$ cat config.mk
export PLATFORM = sky130hd
export DESIGN_NAME = reg_scoreboard_flat
export DESIGN_NICKNAME = d
export VERILOG_FILES = /design/src/rtl/reg_scoreboard_if.sv /design/src/rtl/reg_scoreboard.sv /design/src/flat_wrapper.sv
export SDC_FILE = /design/constraint.sdc
export NUM_CORES = 1
export LEC_CHECK = 0
export BUFFER_PORTS_ARGS = -buffer_cell sky130_fd_sc_hd__buf_2
export CAP_MARGIN = 30
export CORE_MARGIN = 2
export CORE_UTILIZATION = 30
export DETAILED_ROUTE_END_ITERATION = 6
export SETUP_SLACK_MARGIN = 0.1
export SLEW_MARGIN = 0
export SYNTH_ARGS = -nofsm -noshare
export SYNTH_HDL_FRONTEND = slang
export SYNTH_SLANG_ARGS = --single-unit
$ cat constraint.sdc
create_clock -name clk -period 17.4 [get_ports clk]
set_input_delay 1.74 -clock clk [delete_from_list [all_inputs] [get_ports clk]]
set_output_delay 1.74 -clock clk [all_outputs]
set_load 0.02 [all_outputs]
$ cat src/rtl/reg_scoreboard_if.sv
// Issue/retire/kill bus of the register scoreboard, with master (pipeline) and
// slave (scoreboard) views.
interface reg_scoreboard_if;
  logic       issue_valid;
  logic [4:0] rs1;
  logic [4:0] rs2;
  logic       rs1_used;
  logic       rs2_used;
  logic [4:0] rd;
  logic       rd_we;
  logic       issue_ready;
  logic       ret_valid;
  logic [4:0] ret_rd;
  logic       kill_valid;
  logic [4:0] kill_rd;
  logic       busy;
  logic       err;

  modport master (
    output issue_valid, rs1, rs2, rs1_used, rs2_used, rd, rd_we,
    output ret_valid, ret_rd, kill_valid, kill_rd,
    input  issue_ready, busy, err
  );

  modport slave (
    input  issue_valid, rs1, rs2, rs1_used, rs2_used, rd, rd_we,
    input  ret_valid, ret_rd, kill_valid, kill_rd,
    output issue_ready, busy, err
  );
endinterface

$ cat src/rtl/reg_scoreboard.sv
// Register write scoreboard: 2-bit pending counters for x1..x31, issue stall,
// busy summary and sticky error. Macro SCOREBOARD_BYPASS_EN enables same-cycle
// retire bypass for sources.
module reg_scoreboard (
  input  logic            clk,
  input  logic            reset,
  reg_scoreboard_if.slave sb
);

  // Entry 0 exists only so x0 can be indexed; it is held at zero.
  logic [1:0] pend     [32];
  logic [1:0] pend_nxt [32];

  logic busy_q;
  logic err_q;
  logic busy_nxt;
  logic err_hit;

  logic haz1;
  logic haz2;
  logic rd_full;
  logic ready;
  logic issue_fire;

  always_comb begin
    haz1 = sb.rs1_used && (sb.rs1 != '0) && (pend[sb.rs1] != '0);
    haz2 = sb.rs2_used && (sb.rs2 != '0) && (pend[sb.rs2] != '0);
`ifdef SCOREBOARD_BYPASS_EN
    // Register file writes on negedge, so the last pending write is readable now.
    if (sb.ret_valid && (sb.ret_rd == sb.rs1) && (pend[sb.rs1] == 2'd1)) haz1 = 1'b0;
    if (sb.ret_valid && (sb.ret_rd == sb.rs2) && (pend[sb.rs2] == 2'd1)) haz2 = 1'b0;
`endif
    rd_full    = sb.rd_we && (sb.rd != '0) && (pend[sb.rd] == 2'd3);
    ready      = !(haz1 || haz2 || rd_full);
    issue_fire = sb.issue_valid && ready && sb.rd_we && (sb.rd != '0);
  end

  // Simultaneous issue/retire/kill on one register are summed, then clamped.
  always_comb begin
    pend_nxt[0] = '0;
    busy_nxt    = 1'b0;
    err_hit     = 1'b0;
    for (int unsigned r = 1; r < 32; r++) begin
      logic signed [3:0] sum;
      sum = {2'b00, pend[r]};
      if (issue_fire && (sb.rd == r[4:0]))          sum = sum + 4'sd1;
      if (sb.ret_valid && (sb.ret_rd == r[4:0]))    sum = sum - 4'sd1;
      if (sb.kill_valid && (sb.kill_rd == r[4:0]))  sum = sum - 4'sd1;
      if (sum[3]) begin
        pend_nxt[r] = 2'd0;
        err_hit     = 1'b1;
      end else if (sum[2]) begin
        pend_nxt[r] = 2'd3;
        err_hit     = 1'b1;
      end else begin
        pend_nxt[r] = sum[1:0];
      end
      if (pend_nxt[r] != '0) busy_nxt = 1'b1;
    end
  end

  always_ff @(posedge clk) begin
    if (reset) begin
      for (int unsigned r = 0; r < 32; r++) pend[r] <= '0;
      busy_q <= 1'b0;
      err_q  <= 1'b0;
    end else begin
      for (int unsigned r = 0; r < 32; r++) pend[r] <= pend_nxt[r];
      busy_q <= busy_nxt;
      err_q  <= err_q || err_hit;
    end
  end

  assign sb.issue_ready = ready;
  assign sb.busy        = busy_q;
  assign sb.err         = err_q;

endmodule

$ cat src/flat_wrapper.sv
// flat-port wrapper written by rule: the top's interface ports become plain ports
module reg_scoreboard_flat 
  (clk, reset, sb_issue_valid, sb_rs1, sb_rs2, sb_rs1_used, sb_rs2_used, sb_rd, sb_rd_we, sb_ret_valid, sb_ret_rd, sb_kill_valid, sb_kill_rd, sb_issue_ready, sb_busy, sb_err);
  reg_scoreboard_if sb_i ();
  input  logic clk;
  input  logic reset;
  input wire logic [$bits(sb_i.issue_valid)-1:0] sb_issue_valid;
  input wire logic [$bits(sb_i.rs1)-1:0] sb_rs1;
  input wire logic [$bits(sb_i.rs2)-1:0] sb_rs2;
  input wire logic [$bits(sb_i.rs1_used)-1:0] sb_rs1_used;
  input wire logic [$bits(sb_i.rs2_used)-1:0] sb_rs2_used;
  input wire logic [$bits(sb_i.rd)-1:0] sb_rd;
  input wire logic [$bits(sb_i.rd_we)-1:0] sb_rd_we;
  input wire logic [$bits(sb_i.ret_valid)-1:0] sb_ret_valid;
  input wire logic [$bits(sb_i.ret_rd)-1:0] sb_ret_rd;
  input wire logic [$bits(sb_i.kill_valid)-1:0] sb_kill_valid;
  input wire logic [$bits(sb_i.kill_rd)-1:0] sb_kill_rd;
  output wire logic [$bits(sb_i.issue_ready)-1:0] sb_issue_ready;
  output wire logic [$bits(sb_i.busy)-1:0] sb_busy;
  output wire logic [$bits(sb_i.err)-1:0] sb_err;
  assign sb_i.issue_valid = sb_issue_valid;
  assign sb_i.rs1 = sb_rs1;
  assign sb_i.rs2 = sb_rs2;
  assign sb_i.rs1_used = sb_rs1_used;
  assign sb_i.rs2_used = sb_rs2_used;
  assign sb_i.rd = sb_rd;
  assign sb_i.rd_we = sb_rd_we;
  assign sb_i.ret_valid = sb_ret_valid;
  assign sb_i.ret_rd = sb_ret_rd;
  assign sb_i.kill_valid = sb_kill_valid;
  assign sb_i.kill_rd = sb_kill_rd;
  assign sb_issue_ready = sb_i.issue_ready;
  assign sb_busy = sb_i.busy;
  assign sb_err = sb_i.err;
  reg_scoreboard u_core (.clk(clk), .reset(reset), .sb(sb_i));
endmodule
Word-level counts from Yosys, hierarchy flattened
Memories as Yosys holds them, arrays and structs flattened.
Cells that the tools add are included.
{ "word_totals": {"wordCells": 647, "output_inout_bits": 3, "register_bits": 2, "input_bits": 33, "latch_bits": 0, "mem_bits_rw": 64, "mem_bits_ro": 0, "memories": 1} }
{ "classes": {"n_shift": 0, "n_reduce_logical": 142, "bitwise_logic": 32, "addsub": 93, "div_mod_pow": 0, "n_mul": 0, "n_mux": 283, "eq_ne": 94, "order_cmp": 0} }
{ "memory_table": {"columns": ["memory", "depth", "width", "rd", "rd_ports_with_merged_regs", "wr", "line", "text"], "rows": [
  ["u_core.pend", 32, 2, 34, 0, 32, "reg_scoreboard.sv:11", "logic [1:0] pend [32];"]
]} }
{ "ops": {"columns": ["operator", "n"], "rows": [
  ["$mux W4", 93],
  ["$sub A4 B2 Y4 const B", 62],
  ["$eq A5 B5 Y1 const B", 48],
  ["$mux W2", 94],
  ["$eq A5 B4 Y1 const B", 24],
  ["$logic_and A1 B1 Y1", 102],
  ["$mux W1", 96],
  ["$add A2 B1 Y3 const B", 31],
  ["$reduce_bool A2 Y1", 33],
  ["$eq A5 B3 Y1 const B", 12],
  ["$or A1 B1 Y1", 32],
  ["$eq A5 B2 Y1 const B", 6],
  ["$eq A5 B1 Y1 const B", 3],
  ["$reduce_bool A5 Y1", 3],
  ["$logic_or A1 B1 Y1", 3],
  ["$eq A2 B2 Y1 const B", 1],
  ["$logic_not A1 Y1", 1]
]} }

Logic depth before layout (Yosys ltp)
{ "depth": {"ltp_word": 78, "ltp_mapped": 26} }

Worst setup path after synthesis
No wires, ideal clock.
{ "synth_timing": {"path_type": "in2reg", "from": "in sb_rd[3]", "to": "reg u_core.err_q (netlist: u_core.sb.err)", "arrival_time_ps": 7290, "path_slack_ps": 9985, "setup_time_ps": 125, "required_ps": 17275, "cell_stages": 21, "cell_sequence": "buf_2 > buf_1 > mux4_2 > mux4_2 > a21boi_4 > or4b_4 > buf_6 > nor3_4 > mux2i_1 > ha_1 > and3_1 > a21o_1 > ha_1 > nand2_1 > xor2_1 > xnor2_1 > or4_1 > or4_1 > nor3_1 > nand4_1 > o41a_1"} }
{ "synth_between": {"elab_chain_len": 77, "word_cells_on_any_way": 290, "classes_between": "add/sub (62); eq/ne (32); mux (155); reduce/logical (40); memory (1)"} }
{ "synth_lines": {"columns": ["element", "line", "text"], "rows": [
  ["start, declared", "flat_wrapper.sv:12", "input wire logic [$bits(sb_i.rd)-1:0] sb_rd;"],
  ["$mem_v2 Z32 W2 / $reduce_bool A5 Y1 (equally long branches)", null, null],
  ["$eq A2 B2 Y1 / $logic_and A1 B1 Y1 (equally long branches)", "reg_scoreboard.sv:33", "rd_full = sb.rd_we && (sb.rd != '0) && (pend[sb.rd] == 2'd3);"],
  ["$logic_and A1 B1 Y1", "reg_scoreboard.sv:33", null],
  ["$logic_or A1 B1 Y1", "reg_scoreboard.sv:34", "ready = !(haz1 || haz2 || rd_full);"],
  ["$logic_not A1 Y1", "reg_scoreboard.sv:34", null],
  ["$logic_and A1 B1 Y1 (3 in a row)", "reg_scoreboard.sv:35", "issue_fire = sb.issue_valid && ready && sb.rd_we && (sb.rd != '0);"],
  ["$logic_and A1 B1 Y1", "reg_scoreboard.sv:46", "if (issue_fire && (sb.rd == r[4:0])) sum = sum + 4'sd1;"],
  ["$mux W4", "reg_scoreboard.sv:46", null],
  ["(+59 left out)", null, null],
  ["$mux W1", "reg_scoreboard.sv:49", "if (sum[3]) begin"],
  ["$mux W1", "reg_scoreboard.sv:52", "end else if (sum[2]) begin"],
  ["$mux W1", "reg_scoreboard.sv:49", null],
  ["$mux W1", "reg_scoreboard.sv:52", null],
  ["$mux W1", "reg_scoreboard.sv:49", null],
  ["$mux W1", "reg_scoreboard.sv:52", null],
  ["$mux W1 (*)", "reg_scoreboard.sv:49", null],
  ["$logic_or A1 B1 Y1 (*)", "reg_scoreboard.sv:70", "err_q <= err_q || err_hit;"],
  ["end signal, assigned", "reg_scoreboard.sv:70", null],
  ["end, declared", "reg_scoreboard.sv:15", "logic err_q;"]
]} }
Mark *: on every way between the ends. The rest lies on a longest branch, timed or not.
A chain may end at the register's enable or synchronous reset.

Final worst setup path
{ "layout_timing": {"from": "in sb_rd[1]", "to": "reg u_core.err_q (netlist: u_core.sb.err)"} }
The elaborated chain is that of the path after synthesis.

==> results.json <==
{
  "worst_pin_slew_ps": 1030,
  "ys_seq_elements": 64,
  "synth_enable_flop_cells": 0,
  "fmax_mhz": 123,
  "fp.dieW_um": 204,
  "multi_input_area_um2": 10300,
  "first_iter_violations": 1664,
  "drv_cap": 0,
  "r2r_end": "u_core.sb.err",
  "syn_area_um2": 12000,
  "numCtsBuffers": 9,
  "timing.final.ws_setup_ps": 9290,
  "rsz0062_at_grt": "false",
  "viasPerCell": 6.03,
  "fin_cells": 2174,
  "swShare_pct": 42.3,
  "p_sw_w": 0.000246,
  "crit_required_ps": 17650,
  "whs_ps": 903,
  "rrSetupSlack_ps": 10610,
  "hold_violations": 0,
  "dpl_worst_slack_ps": 8990,
  "cts_resized": 0,
  "first_pass_iters": 6,
  "fp.dieH_um": 204,
  "fin_nets": 1766,
  "p_seq_share_pct": 29.2,
  "ctsLongestPathBuffers": 2,
  "worstPathArrival_ps": 8360,
  "cts_sinks": 64,
  "place_congestion": 1.05,
  "synthesis.nets": 1769,
  "grtUsageTotal_pct": 24.4,
  "first_global_vias": 12200,
  "critPathTopFamily": "simple AND/OR/NAND/NOR gates",
  "wl_um": 51200,
  "syn2layout_area_growth_pct": 8.04,
  "whs_path_depth": 4,
  "core_um2": 39500,
  "ant_nets": 0,
  "ys.warnings.count": 0,
  "path_clk_slew_ps": 70,
  "crit_chain": "buf_2 -> mux4_2 -> mux4_2 -> a21boi_4 -> or4b_4 -> nor3_4 -> mux2i_1 -> ha_1 -> and3_1 -> a21o_1 -> ha_1 -> nand2_1 -> xor2_1 -> xnor2_1 -> or4_1 -> or4_1 -> nor3_1 -> nand4_1 -> o41a_1",
  "netlist_instances": 1643,
  "path_class": "input pin to register",
  "cts-hold-fix-buffers": 0,
  "postLayoutCoreUtil_pct": 32.7,
  "antenna_found_initial": 7,
  "register_area_um2": 1280,
  "seq_area_frac_synth_pct": 10.7,
  "period_needed_ps": 8110,
  "drive_above_1_share_pct": 9.73,
  "syn_avg_cell_area_um2": 7.29,
  "final_cell_mix": "nor2_1 (238), nand2_1 (226), xnor2_1 (123), ha_1 (93), dfxtp_1 (64)",
  "synthDistinctLibCells": 98,
  "clockRootBuffer": "clkbuf_16",
  "min_from": "u_core.pend[21][1]",
  "p_leak_nw": 4.43,
  "timing.setup.tns_ps": 0,
  "holdCritPathClass": "register to register",
  "routedWlPerCell_um": 23.6,
  "path_max_fanout": 31,
  "worst_setup_path_end_kind": "register",
  "dp.cells": 2153,
  "power_density_nw_per_um2": 44.9,
  "crit_buf_inv": 1,
  "fillers": 4247,
  "overflow": 0,
  "ios": 36,
  "combPwrFrac_pct": 38.2,
  "p_int_w": 0.000336,
  "dpl.hpwl_um": 41500,
  "grt_max_degree": 32,
  "slew-limit-headroom_pct": 31.0,
  "slew_viol_final": 0,
  "setup_viol": 0,
  "outcome": "finished, final reports clean",
  "post_cts_buffers": 0,
  "die-area_um2": 41600,
  "cts_max_level": 3,
  "initial_core_util_pct": 30.3,
  "grt_pass1_wl_um": 76000,
  "critPathLaunchType": "input pin",
  "critPathSlowestCell": "or4b_4",
  "vias": 13100,
  "ir_drop_uv": 38.1,
  "r2r_start": "u_core.pend[7][1]",
  "rows": 73,
  "drc": 0,
  "tritoncts": "done",
  "ys.flop_type": "dfxtp_1",
  "finalCritPeriodShare_pct": 46.6,
  "portBuffers": 35,
  "p_clk_share_pct": 32.6,
  "layout_commonest_cell": "nor2_1",
  "skew_ps": 15.2,
  "slowest_delay_ps": 770,
  "hold_end": "u_core.pend[21][1]",
  "reg2reg_depth": 19,
  "async_flop_share_pct": 0,
  "clk_latency_ps": 370
}
## cells in the mapped netlist, types with 10 or more instances
| cell | number | area (um2) |
|---|---|---|
| clkbuf_1 | 46 | 173 |
| xnor2_1 | 123 | 1080 |
| a21oi_1 | 42 | 210 |
| nand2_1 | 226 | 848 |
| dfxtp_1 | 64 | 1280 |
| and4_1 | 10 | 87.6 |
| nor3b_1 | 16 | 120 |
| nor4_1 | 20 | 125 |
| ha_1 | 93 | 1160 |
| and3_1 | 26 | 163 |
| or2_2 | 14 | 87.6 |
| mux4_2 | 19 | 428 |
| nor4b_1 | 10 | 87.6 |
| nand3_1 | 53 | 265 |
| o31ai_1 | 14 | 105 |
| mux2i_1 | 52 | 521 |
| o211ai_1 | 14 | 105 |
| nand3b_1 | 10 | 75.1 |
| mux2_2 | 15 | 169 |
| o21ai_0 | 37 | 185 |
| or3_1 | 13 | 81.3 |
| a31oi_1 | 21 | 131 |
| o22ai_1 | 10 | 62.6 |
| nor2b_1 | 18 | 113 |
| xor2_1 | 59 | 517 |
| o31a_1 | 10 | 87.6 |
| nand4_1 | 27 | 169 |
| nor3_1 | 62 | 310 |
| and2_1 | 20 | 125 |
| nand2b_1 | 29 | 181 |
| inv_1 | 31 | 116 |
| nor2_1 | 238 | 893 |
## tightest hold or removal path: stages (launching register included)
cell and delay, ps:
dfxtp_1 370, nor3_1 170, o21ai_0 140, o21ai_2 120
nor3_1 60
## power groups by stage
stage,Clock [W],Combinational [W],Sequential [W]
after floorplan,0,0.000153,0.000163
after global placement,0,0.000211,0.000172
after detailed placement,0,0.000215,0.000172
after CTS,0.000190,0.000216,0.000169
after global routing,0.000195,0.000239,0.000170
final,0.000190,0.000222,0.000170
## worst max path at each step
| stage | startpoint | endpoint | cells after the start | slack, ps |
|---|---|---|---|---|
| after detailed placement | sb_rd[1] | u_core.sb.err | 19 | 8990 |
| after floorplan | sb_rd[3] | u_core.sb.err | 21 | 9990 |
| after global routing | sb_rd[1] | u_core.sb.err | 19 | 9000 |
| after CTS | sb_rd[1] | u_core.sb.err | 19 | 9360 |
| final | sb_rd[1] | u_core.sb.err | 19 | 9290 |
| after global placement | sb_rd[1] | u_core.sb.err | 19 | 9070 |
## per-stage QoR
step,instance area [um2],total power (W)
after floorplan,12000,0.000317
after global placement,12600,0.000383
after detailed placement,12600,0.000387
after CTS,12900,0.000575
after global routing,12900,0.000604
final,12900,0.000582
## sequential cells by signal, indices dropped and copies added (netlist names)
register        cells
u_core.pend        62
u_core.sb.err       1
u_core.sb.busy      1
## logic make-up after synthesis
| logic type | synth area share, % |
|---|---|
| AOI/OAI and AO/OA | 16.9 |
| muxes | 9.32 |
| and+or+nand+nor | 34.4 |
| xor gates and xnor gates | 15.3 |
| buffers and inverters | 3.57 |
| DFF | 10.7 |
| adders and majority gates | 9.71 |
## final cells by class
cell class	instances	area share [%]
sequential	64	9.90
tap	525	5.07
antenna	4	0.0773
inverter	32	0.928
clock buffer	10	1.85
timing repair buffer	52	2.34
clock inverter	6	0.338
multi-input combinational	1481	79.5
## routing by layer
metal,track usage [%],part of all wire (%),up-vias,routed length (um)
met4,13.4,6.1,8,3110
met1,32.5,41,6192,20800
met5,0,0.090,-,46
li1,-,-,5994,-
met3,5.77,12,149,6050
met2,36.3,41,764,21200
No activity file was read; power rests on OpenSTA's default activity.
